### config.mk
export PLATFORM = sky130hd
export DESIGN_NAME = piso_serializer
export DESIGN_NICKNAME = d
export VERILOG_FILES = /design/src/rtl/piso_pkg.sv /design/src/rtl/piso_bit_counter.sv /design/src/rtl/piso_serializer.sv
export SDC_FILE = /design/constraint.sdc
export NUM_CORES = 1
export LEC_CHECK = 0
export BUFFER_PORTS_ARGS = -buffer_cell sky130_fd_sc_hd__buf_4
export CORE_UTILIZATION = 45
export DETAILED_ROUTE_END_ITERATION = 8
export HOLD_SLACK_MARGIN = 0.08
export PLACE_DENSITY = 0.68
export SYNTH_ARGS = -nofsm -noshare
export SYNTH_HDL_FRONTEND = slang
export SYNTH_HIERARCHICAL = 1
export SYNTH_SLANG_ARGS = --single-unit
### constraint.sdc
create_clock -name clk -period 1.8 [get_ports clk]
set_clock_uncertainty 0.05 [all_clocks]
set_input_delay 0 -clock clk [delete_from_list [all_inputs] [get_ports clk]]
set_output_delay 0 -clock clk [all_outputs]
set_load 0.01 [all_outputs]
### src/rtl/piso_pkg.sv
// Shared types and helpers for the parallel-in/serial-out serializer.
// Parity support is enabled in the top level by defining PISO_PARITY_EN.
package piso_pkg;

    typedef enum logic {IDLE, SHIFT} piso_state_t;

    // Widest word the parity helper accepts; narrower words are zero-extended.
    localparam int MAX_WIDTH = 256;

    function automatic int count_width(input int frame_len);
        return $clog2(frame_len + 1);
    endfunction

    function automatic logic even_parity(input logic [MAX_WIDTH-1:0] word);
        return ^word;
    endfunction

endpackage

### src/rtl/piso_bit_counter.sv
// Bit-position counter for one serial frame: cleared on load, stepped on each
// consumed bit, and saturating at the final position of the frame.
module piso_bit_counter
    import piso_pkg::*;
#(
    parameter int FRAME_LEN = 8,
    parameter int CNT_W     = count_width(FRAME_LEN)
) (
    input  logic             clk,
    input  logic             rst,
    input  logic             load,
    input  logic             advance,
    output logic [CNT_W-1:0] count,
    output logic             is_first,
    output logic             is_last
);

    localparam logic [CNT_W-1:0] LAST_CNT = CNT_W'(FRAME_LEN - 1);

    always_ff @(posedge clk or posedge rst) begin
        if (rst) begin
            count <= '0;
        end else if (load) begin
            count <= '0;
        end else if (advance && !is_last) begin
            count <= count + 1'b1;
        end
    end

    assign is_first = (count == '0);
    assign is_last  = (count == LAST_CNT);

endmodule

### src/rtl/piso_serializer.sv
// Parametrised PISO serializer with valid/ready on both sides and first/last framing.
// Define PISO_PARITY_EN to append an even-parity bit after the data bits of every frame.
module piso_serializer
    import piso_pkg::*;
#(
    parameter int WIDTH     = 8,
    parameter int MSB_FIRST = 1
) (
    input  logic             clk,
    input  logic             rst,
    input  logic             in_valid,
    output logic             in_ready,
    input  logic [WIDTH-1:0] in_data,
    output logic             out,
    output logic             out_valid,
    input  logic             out_ready,
    output logic             out_first,
    output logic             out_last,
    output logic             busy
);

`ifdef PISO_PARITY_EN
    localparam int FRAME_LEN = WIDTH + 1;
`else
    localparam int FRAME_LEN = WIDTH;
`endif
    localparam int CNT_W = count_width(FRAME_LEN);

    piso_state_t          state_reg;
    logic [FRAME_LEN-1:0] shift_reg;
    logic [FRAME_LEN-1:0] load_word;
    logic [FRAME_LEN-1:0] shifted;
    logic                 shift_bit;
    logic                 load;
    logic                 advance;
    logic [CNT_W-1:0]     count;
    logic                 is_first;
    logic                 is_last;

    // The parity bit sits in the register so it leaves after the last data bit.
`ifdef PISO_PARITY_EN
    logic parity_bit;
    assign parity_bit = even_parity(MAX_WIDTH'(in_data));
    assign load_word  = (MSB_FIRST != 0) ? {in_data, parity_bit} : {parity_bit, in_data};
`else
    assign load_word  = in_data;
`endif

    generate
        if (MSB_FIRST != 0) begin : g_msb_first
            assign shift_bit = shift_reg[FRAME_LEN-1];
            assign shifted   = {shift_reg[FRAME_LEN-2:0], 1'b0};
        end else begin : g_lsb_first
            assign shift_bit = shift_reg[0];
            assign shifted   = {1'b0, shift_reg[FRAME_LEN-1:1]};
        end
    endgenerate

    assign busy      = (state_reg == SHIFT);
    assign out_valid = busy;
    assign out       = out_valid & shift_bit;
    assign out_first = out_valid & is_first;
    assign out_last  = out_valid & is_last;
    assign in_ready  = !rst && ((state_reg == IDLE) || (out_last && out_ready));
    assign load      = in_valid && in_ready;
    assign advance   = out_valid && out_ready;

    always_ff @(posedge clk or posedge rst) begin
        if (rst) begin
            state_reg <= IDLE;
            shift_reg <= '0;
        end else begin
            case (state_reg)
                IDLE: begin
                    if (load) begin
                        shift_reg <= load_word;
                        state_reg <= SHIFT;
                    end
                end
                SHIFT: begin
                    // A load here can only coincide with the last-bit handshake.
                    if (load) begin
                        shift_reg <= load_word;
                    end else if (advance) begin
                        shift_reg <= shifted;
                        if (is_last) begin
                            state_reg <= IDLE;
                        end
                    end
                end
                default: state_reg <= IDLE;
            endcase
        end
    end

    piso_bit_counter #(
        .FRAME_LEN (FRAME_LEN),
        .CNT_W     (CNT_W)
    ) u_bit_counter (
        .clk      (clk),
        .rst      (rst),
        .load     (load),
        .advance  (advance),
        .count    (count),
        .is_first (is_first),
        .is_last  (is_last)
    );

    count_in_range: assert property (@(posedge clk) disable iff (rst)
        count <= CNT_W'(FRAME_LEN - 1));

endmodule

==> results of run 1 <==
[cell families (layout without fill, tap and decap cells)]
| logic type | count (synthesis) | in the layout |
|---|---|---|
| flip-flops | 13 | 13 |
| buffers and inverters | 8 | 41 |
| AND/OR/NAND/NOR | 19 | 19 |
| AO/OA/AOI/OAI | 4 | 4 |
| adder cells (fa/ha/maj) | 2 | 2 |
| multiplexers | 17 | 17 |
[final timing paths]
kind / start / endpoint / slack [ns]
worst max-delay path: u_bit_counter/count[1] / u_bit_counter/count[0] / 0.04
worst min-delay path: out_ready / shift_reg[0] / 0.11
worst max register to register: u_bit_counter/count[1] / u_bit_counter/count[0] / 0.04
worst min register to register: shift_reg[0] / shift_reg[0] / 0.48
max in group asynchronous: rst / shift_reg[2] / 1.25
min in group asynchronous: rst / u_bit_counter/count[3] / 0.14
[per-layer routing]
metal,track usage,wire length [µm]
met1,0.2247,644
met2,0.2939,776
met3,0.03830,70
met4,0.1273,43
met5,0,0
[per-stage QoR]
stage	hold slack (ns)	cell area, µm²	total power [mW]	cells
2_1_floorplan	-0.2839	755.7	1.055	63
3_3_place_gp	-0.1128	922.1	1.259	99
3_5_place_dp	-0.1174	922.1	1.282	99
4_1_cts	0.1031	1039	1.481	112
5_1_grt	0.1484	1056	1.617	112
6_report	0.1121	1056	1.511	112
[cells in the mapped netlist (2+ instances only)]
cell and instances:
mux2i_1 2, nand2_1 2, mux2_2 8, ha_1 2, nand2b_1 2, inv_1 6
dfrtp_1 13, nor2_1 4, and2_2 3, a21oi_1 2, mux2_4 7
[final cells by class]
type,instances,share of cell area
multi-input combinational,42,0.3851
sequential,13,0.3081
timing repair buffer,31,0.2417
clock buffer,4,0.02488
inverter,6,0.02133
tap,16,0.01896
[report_power, final]
part | total, mW | switching, mW | internal (mW)
clock network | 0.190 | 0.103 | 0.0861
registers | 0.530 | 0.0974 | 0.432
logic | 0.792 | 0.295 | 0.496
total | 1.51 | 0.496 | 1.01
[cells in the final DEF, fill, tap and decap left out, drive strengths merged, types with 2 or more instances in the layout]
cell type     n
a21oi         2
and2          3
buf          22
clkbuf        4
dfrtp        13
dlygate4sd3   9
ha            2
inv           6
mux2         15
mux2i         2
nand2         3
nand2b        2
nor2          4
nor3b         2
[critical path: stages (launching register included)]
cell and delay, ns:
dfrtp_1 0.36, ha_2 0.19, and3b_2 0.24, a21boi_4 0.09
nor3b_4 0.24, buf_4 0.19, nor2_1 0.04, mux2_2 0.25
[repair_timing]
action	CTS	global route
resized for setup	0	4
hold buffers	9	0
hold endpoints to repair	21	0
setup endpoints to repair	0	8
==> impl_metrics.tcl, run 1 <==
set metrics [dict create \
    largest_register_ffs 8 \
    cp.arrival_ns 1.89 \
    drt-initial-drc-count 6 \
    clock-sinks 13 \
    cts_tree "done" \
    nets 111 \
    grt_pass1_vias 561 \
    dieArea_um2 1847 \
    synth.area.top_cells "dfrtp_1 43%, mux2_4 14%, mux2_2 12%" \
    status "finished, final reports clean" \
    setup_violations 0 \
    clock_latency_ns 0.28 \
    clock.fmax_mhz 568.2 \
    dp_hpwl_um 1010 \
    ys_types 23 \
    cp.required_ns 1.93 \
    syn_inst 63 \
    gp_congestion 0.7198 \
    die_x_um 42.98 \
    grt_pass1_wl_um 2394 \
    max-vdd-ir-drop_uv 919.8 \
    vias_per_cell 5.304 \
    period_share 0.9778 \
    finalSetupTns_ns 0 \
    synth_top_family_by_area "multiplexers" \
    multi_input_area_um2 406.6 \
    synth_compound_area_frac 0.04139 \
    post-place-ws_ns 0.06720 \
    vias 594 \
    yosys.area.top_type "dfrtp_1" \
    maxCapViolations 0 \
    crit_path_start_kind "flip-flop" \
    synth_xor_area_frac 0 \
    synth_top_area_share 0.4305 \
    antenna_left 0 \
    fin_util 0.6851 \
    drc 0 \
    ios 18 \
    fillers 110 \
    synthFlopType "dfrtp_1" \
    antenna_found_initial 0 \
    synthAdderAreaFrac 0.03311 \
    hold_class "in -> reg" \
    period_needed_ns 1.760 \
    clk_pin_slew_worst_paths_ns 0.08 \
    yosysSeqAreaShare 0.4305 \
    rows 14 \
    final.setup.worst_slack_ns 0.03998 \
    post_drt_wl_per_cell_um 13.70 \
    p_leak_nw 0.5367 \
    cts_buffer_depth 2 \
    syn-mean-instance-area_um2 12.00 \
    power_density_nw_per_um2 1431 \
    htreeDepth 1 \
    overflow 0 \
    grt_max_degree 10 \
    finalHoldViolCount 0 \
    crit_fanout 8 \
    endpoint_kind "flip-flop" \
    dieHeight_um 42.98 \
    io_buffers 17 \
    synthMuxAreaShare 0.2848 \
    diodes 0 \
    core_area_um2 1541 \
    cts-root-buf "clkbuf_4" \
    synthSimpleGateAreaFrac 0.1556 \
    slew_violations 0 \
    start_util 0.4903 \
    cts_inserted_buffers 3 \
    synth_seq_cells 13 \
    synth-edff-count 0 \
    netlist_area_um2 755.7 \
    dr.pass1.iters 4 \
    maxSlewHeadroom 0.7823 \
    worst_pin_slew_ns 0.3263 \
    postCtsSetupRepairBufs 0 \
    seqCellArea_um2 325.3 \
    yosysWarnings 6 \
    synth_fp_nets 77 \
    grt.total_usage 0.1858 \
    criticalPathCategory "reg -> reg" \
    drive_above_1_share 0.5104 \
    synthArstFlopShare 1.000 \
    reg2regPathDepth 7 \
    area_delta_synth_final_pct 39.73 \
    whs_path_depth 4 \
    drt_wl_total_um 1534 \
    rsz0062_at_grt "yes" \
]
(Power assumes the default switching activity.)
==> run 2, diff against run 1 <==
--- a/config.mk
+++ b/config.mk
@@ -6,10 +6,12 @@
 export NUM_CORES = 1
 export LEC_CHECK = 0
 export BUFFER_PORTS_ARGS = -buffer_cell sky130_fd_sc_hd__buf_4
-export CORE_UTILIZATION = 45
+export CELL_PAD_IN_SITES_DETAIL_PLACEMENT = 0
+export CELL_PAD_IN_SITES_GLOBAL_PLACEMENT = 1
+export CORE_UTILIZATION = 40
 export DETAILED_ROUTE_END_ITERATION = 8
 export HOLD_SLACK_MARGIN = 0.08
-export PLACE_DENSITY = 0.68
+export PLACE_DENSITY = 0.75
 export SYNTH_ARGS = -nofsm -noshare
 export SYNTH_HDL_FRONTEND = slang
 export SYNTH_HIERARCHICAL = 1
==> impl_metrics.tcl, run 2 (same netlist as run 1, synthesis figures left out) <==
set metrics [dict create \
    fin_util 0.6215 \
    max-vdd-ir-drop_uv 700.1 \
    antenna_left 0 \
    pwr-share-comb 0.548 \
    clock.fmax_mhz 572.4 \
    vias 577 \
    maxSlewHeadroom 0.7682 \
    vias_per_cell 4.653 \
    seqCellArea_um2 325.3 \
    drive_above_1_share 0.5455 \
    cp_cell_sequence "ha_2 > and3b_2 > a21boi_2 > nor3b_2 > buf_6 > mux2_4" \
    p_sw_mw 0.4916 \
    clock_latency_ns 0.27 \
    cp.arrival_ns 1.85 \
    p_leak_nw 0.5420 \
    clk_pin_slew_worst_paths_ns 0.08 \
    swShare 0.3194 \
    fillers 155 \
    die_x_um 45.47 \
    grt_max_degree 10 \
    hold_class "in -> reg" \
    fin_hold_ws_ns 0.1175 \
    antenna_found_initial 0 \
    area_delta_synth_final_pct 43.54 \
    drt-initial-drc-count 10 \
    dp_hpwl_um 1026 \
    htreeDepth 1 \
    finalHoldViolCount 0 \
    seqPwrFrac 0.336 \
    dieHeight_um 45.47 \
    post_drt_wl_per_cell_um 11.81 \
    nets 114 \
    maxCapViolations 0 \
    slew_violations 0 \
    layout_common_cells "24 x buf_4, 13 x dfrtp_1, 9 x dlygate4sd3_1, 8 x mux2_2, 7 x mux2_4" \
    overflow 0 \
    gp_congestion 0.6650 \
    dp_cells 109 \
    p_int_mw 1.048 \
    core_area_um2 1745 \
    max_stage_delay_ns 0.36 \
    grt_pass1_wl_um 2359 \
    grt_pass1_vias 546 \
    largest_register_ffs 8 \
    power_density_nw_per_um2 1419 \
    endpoint_kind "flip-flop" \
    start_util 0.4330 \
    drt_wl_total_um 1465 \
    ios 18 \
    dr.pass1.iters 4 \
    clock-sinks 13 \
    r2r_slack_ns 0.05 \
    status "finished, final reports clean" \
    rsz0062_at_grt "yes" \
    crit_fanout 8 \
    cts_inserted_buffers 3 \
    drc 0 \
    clockPowerShare 0.116 \
    cts_buffer_depth 2 \
    diodes 0 \
    grt.total_usage 0.1580 \
    rows 15 \
    stdcell_count 124 \
    cts_tree "done" \
    crit_path_start_kind "flip-flop" \
    period_needed_ns 1.747 \
    criticalPathCategory "reg -> reg" \
    cp.required_ns 1.91 \
    multi_input_area_um2 397.9 \
    setup_violations 0 \
    final_common_cell "buf_4" \
    dieArea_um2 2067 \
    worst_pin_slew_ns 0.3473 \
    io_buffers 17 \
    cp_slowest_cell "dfrtp_1" \
    period_share 0.9705 \
    cts-root-buf "clkbuf_4" \
]
run 2: cell count changes in the layout (fill, tap and decap cells not counted), sizes merged:
cell,change
buf,+3
run 2: critical path: cells and delay by family, from the launching register on:
family / cells / cell delay, ns
AO/OA/AOI/OAI: 1 / 0.08
adder cells (fa/ha/maj): 1 / 0.19
buffers and inverters: 1 / 0.19
flip-flops: 1 / 0.36
multiplexers: 1 / 0.31
AND/OR/NAND/NOR: 2 / 0.46
run 2: power by group through the flow:
stage	Clock, mW	Combinational (mW)	Sequential (mW)
global placement	0	0.780	0.514
CTS	0.182	0.808	0.517
floorplan	0	0.536	0.519
detailed placement	0	0.788	0.522
finish	0.178	0.843	0.518
global route	0.196	0.927	0.537
run 2: timing repair:
action                                  CTS  global route
setup buffers                             0             2
gates resized for setup                   0             5
hold endpoints to repair                 21             0
hold buffers                              9             0
endpoints found under the setup margin    0             8
run 2: layer usage:
| layer | wire [µm] | share of wire | vias up | GRT usage |
|---|---|---|---|---|
| met3 | 53 | 0.036 | 0 | 0.02778 |
| met4 | 0 | 0 | 0 | 0.05455 |
| li1 | - | - | 283 | - |
| met1 | 672 | 0.46 | 277 | 0.1916 |
| met2 | 739 | 0.50 | 17 | 0.2771 |
| met5 | 0 | 0 | - | 0 |
run 2: final timing paths:
path                                   startpoint                     end  cells past startpoint
min in group asynchronous                     rst  u_bit_counter/count[2]                      3
hold reg to reg                      shift_reg[0]            shift_reg[0]                      2
max in group asynchronous                     rst            shift_reg[1]                      3
setup / recovery           u_bit_counter/count[1]            shift_reg[1]                      6
hold / removal                          out_ready            shift_reg[0]                      4
setup reg to reg           u_bit_counter/count[1]            shift_reg[1]                      6
run 2: per-stage QoR:
step                      cell area (µm²)  TNS (ns)  worst slack [ns]  total power [mW]
final                                1085         0           0.05302             1.539
after global routing                 1085   -0.4293          -0.06081             1.660
after CTS                            1057         0           0.02928             1.507
after detailed placement            940.9         0           0.04457             1.310
after global placement              940.9         0           0.09570             1.295
after floorplan                     755.7         0            0.1458             1.055
run 2: layout make-up:
class	instances	share of cell area
inverters	6	0.02076
repair buffers	34	0.2595
multi-input cells	42	0.3668
well taps	25	0.02884
flip-flops and latches	13	0.2999
clock buffers	4	0.02422
==> run 3, diff against run 2 <==
==> constraint.sdc (replaced) <==
create_clock -name clk -period 1.7 [get_ports clk]
set_clock_uncertainty 0.05 [all_clocks]
set_input_delay 0 -clock clk [delete_from_list [all_inputs] [get_ports clk]]
set_output_delay 0 -clock clk [all_outputs]
set_load 0.01 [all_outputs]
==> impl_metrics.tcl, run 3 (same netlist as run 1, synthesis figures left out) <==
set metrics [dict create \
    max-vdd-ir-drop_uv 703.2 \
    maxCapViolations 0 \
    rows 15 \
    final.setup.worst_slack_ns -0.01504 \
    antenna_found_initial 0 \
    cts_inserted_buffers 3 \
    p_leak_nw 0.5639 \
    r2r_slack_ns -0.02 \
    crit_fanout 9 \
    dieHeight_um 45.47 \
    ios 18 \
    drive_above_1_share 0.5882 \
    fin_util 0.6473 \
    nets 117 \
    cts_buffer_depth 2 \
    cp.required_ns 1.81 \
    slew_violations 0 \
    whs_path_depth 4 \
    setup_violations 7 \
    core_area_um2 1745 \
    antenna_left 0 \
    clock-sinks 13 \
    overflow 0 \
    diodes 0 \
    final_common_cell "buf_4" \
    clock_latency_ns 0.27 \
    drt-initial-drc-count 4 \
    post_drt_wl_per_cell_um 12.51 \
    htreeDepth 1 \
    cp.arrival_ns 1.83 \
    grt.total_usage 0.1701 \
    post-place-ws_ns -0.04718 \
    min-delay-start "out_ready" \
    endpoint_kind "flip-flop" \
    cts-root-buf "clkbuf_4" \
    layout_common_cells "25 x buf_4, 12 x dfrtp_1, 9 x dlygate4sd3_1, 8 x mux2_2, 7 x mux2_4" \
    vias_per_cell 4.748 \
    period_share 1.009 \
    hold_class "in -> reg" \
    vias 603 \
    drt_wl_total_um 1589 \
    gp_congestion 0.7056 \
    period_needed_ns 1.715 \
    rsz0062_at_grt "yes" \
    clk_pin_slew_worst_paths_ns 0.08 \
    power_density_nw_per_um2 1536 \
    dieArea_um2 2067 \
    hold_end "shift_reg[0]" \
    status "complete, but fails checks" \
    maxSlewHeadroom 0.7705 \
    cts_tree "done" \
    crit_path_start_kind "flip-flop" \
    reg2regPathDepth 6 \
    area_delta_synth_final_pct 49.50 \
    worst_pin_slew_ns 0.3439 \
    dp_hpwl_um 1060 \
    io_buffers 17 \
    drc 0 \
    start_util 0.4330 \
    violations "setup timing" \
    clock.fmax_mhz 583.1 \
    finalHoldViolCount 0 \
    die_x_um 45.47 \
    grt_pass1_vias 549 \
    rr_startpoint "u_bit_counter/count[1]" \
    largest_register_ffs 8 \
    grt_max_degree 10 \
    rr_endpoint "shift_reg[2]" \
    grt_pass1_wl_um 2401 \
    criticalPathCategory "reg -> reg" \
    dr.pass1.iters 3 \
]
## run 3: cell count changes in the layout (fill, tap and decap cells not counted)
cell	before	now
clkinv_2	0	1
buf_6	1	3
nand2b_1	2	0
buf_4	24	25
nor2_2	2	1
dfrtp_2	0	1
nor2_1	2	3
nand2b_4	0	2
clkbuf_1	1	0
dfrtp_1	13	12
## run 3: final cells by class
| cell class | instances | area [µm²] |
|---|---|---|
| Fill cell | 146 | 615.6 |
| Multi-Input combinational cell | 42 | 410.4 |
| Sequential cell | 13 | 326.6 |
| Timing Repair Buffer | 37 | 311.5 |
| Tap cell | 25 | 31.28 |
| Clock buffer | 3 | 22.52 |
| Inverter | 6 | 22.52 |
| Clock inverter | 1 | 5.005 |
## run 3: metrics by stage
step / TNS, ns / hold slack, ns / total power [mW] / cell area (µm²) / instances
finish: -0.05079 / 0.1181 / 1.735 / 1130 / 127
global route: -0.8591 / 0.1263 / 1.877 / 1130 / 127
CTS: -0.2596 / 0.1058 / 1.645 / 1087 / 125
detailed placement: -0.2681 / -0.1250 / 1.430 / 963.4 / 112
global placement: 0 / -0.1288 / 1.405 / 963.4 / 112
floorplan: 0 / -0.2839 / 1.117 / 755.7 / 63
## run 3: power breakdown
part | switching, mW | internal (mW) | total (mW) | leakage, nW
clock network | 0.0978 | 0.0872 | 0.185 | 0.0177
logic | 0.375 | 0.632 | 1.01 | 0.385
registers | 0.0826 | 0.460 | 0.543 | 0.161
## run 3: worst max-delay path by stage
stage | start | end
final | u_bit_counter/count[1] | shift_reg[2]
after global placement | u_bit_counter/count[0] | shift_reg[3]
after CTS | u_bit_counter/count[1] | shift_reg[2]
after floorplan | u_bit_counter/count[0] | shift_reg[1]
after detailed placement | u_bit_counter/count[1] | shift_reg[2]
after global routing | u_bit_counter/count[1] | shift_reg[4]
## run 3: what timing repair did
| item | CTS | global route |
|---|---|---|
| setup buffers | 0 | 2 |
| gates resized for setup | 2 | 7 |
| endpoints found under the setup margin | 8 | 9 |
| endpoints found under the hold margin | 21 | 0 |
| hold buffers | 9 | 0 |
## run 3: critical path, cell delays in order (launching register included)
cell	delay (ns)
dfrtp_1	0.36
ha_2	0.19
and3b_2	0.20
a21boi_2	0.07
nor3b_2	0.22
buf_6	0.20
mux2_4	0.31
## run 3: per-layer routing
metal | part of all wire | GRT usage
met1 | 0.40 | 0.2091
met2 | 0.57 | 0.2857
met3 | 0.030 | 0.03571
met4 | 0 | 0.07273
met5 | 0 | 0
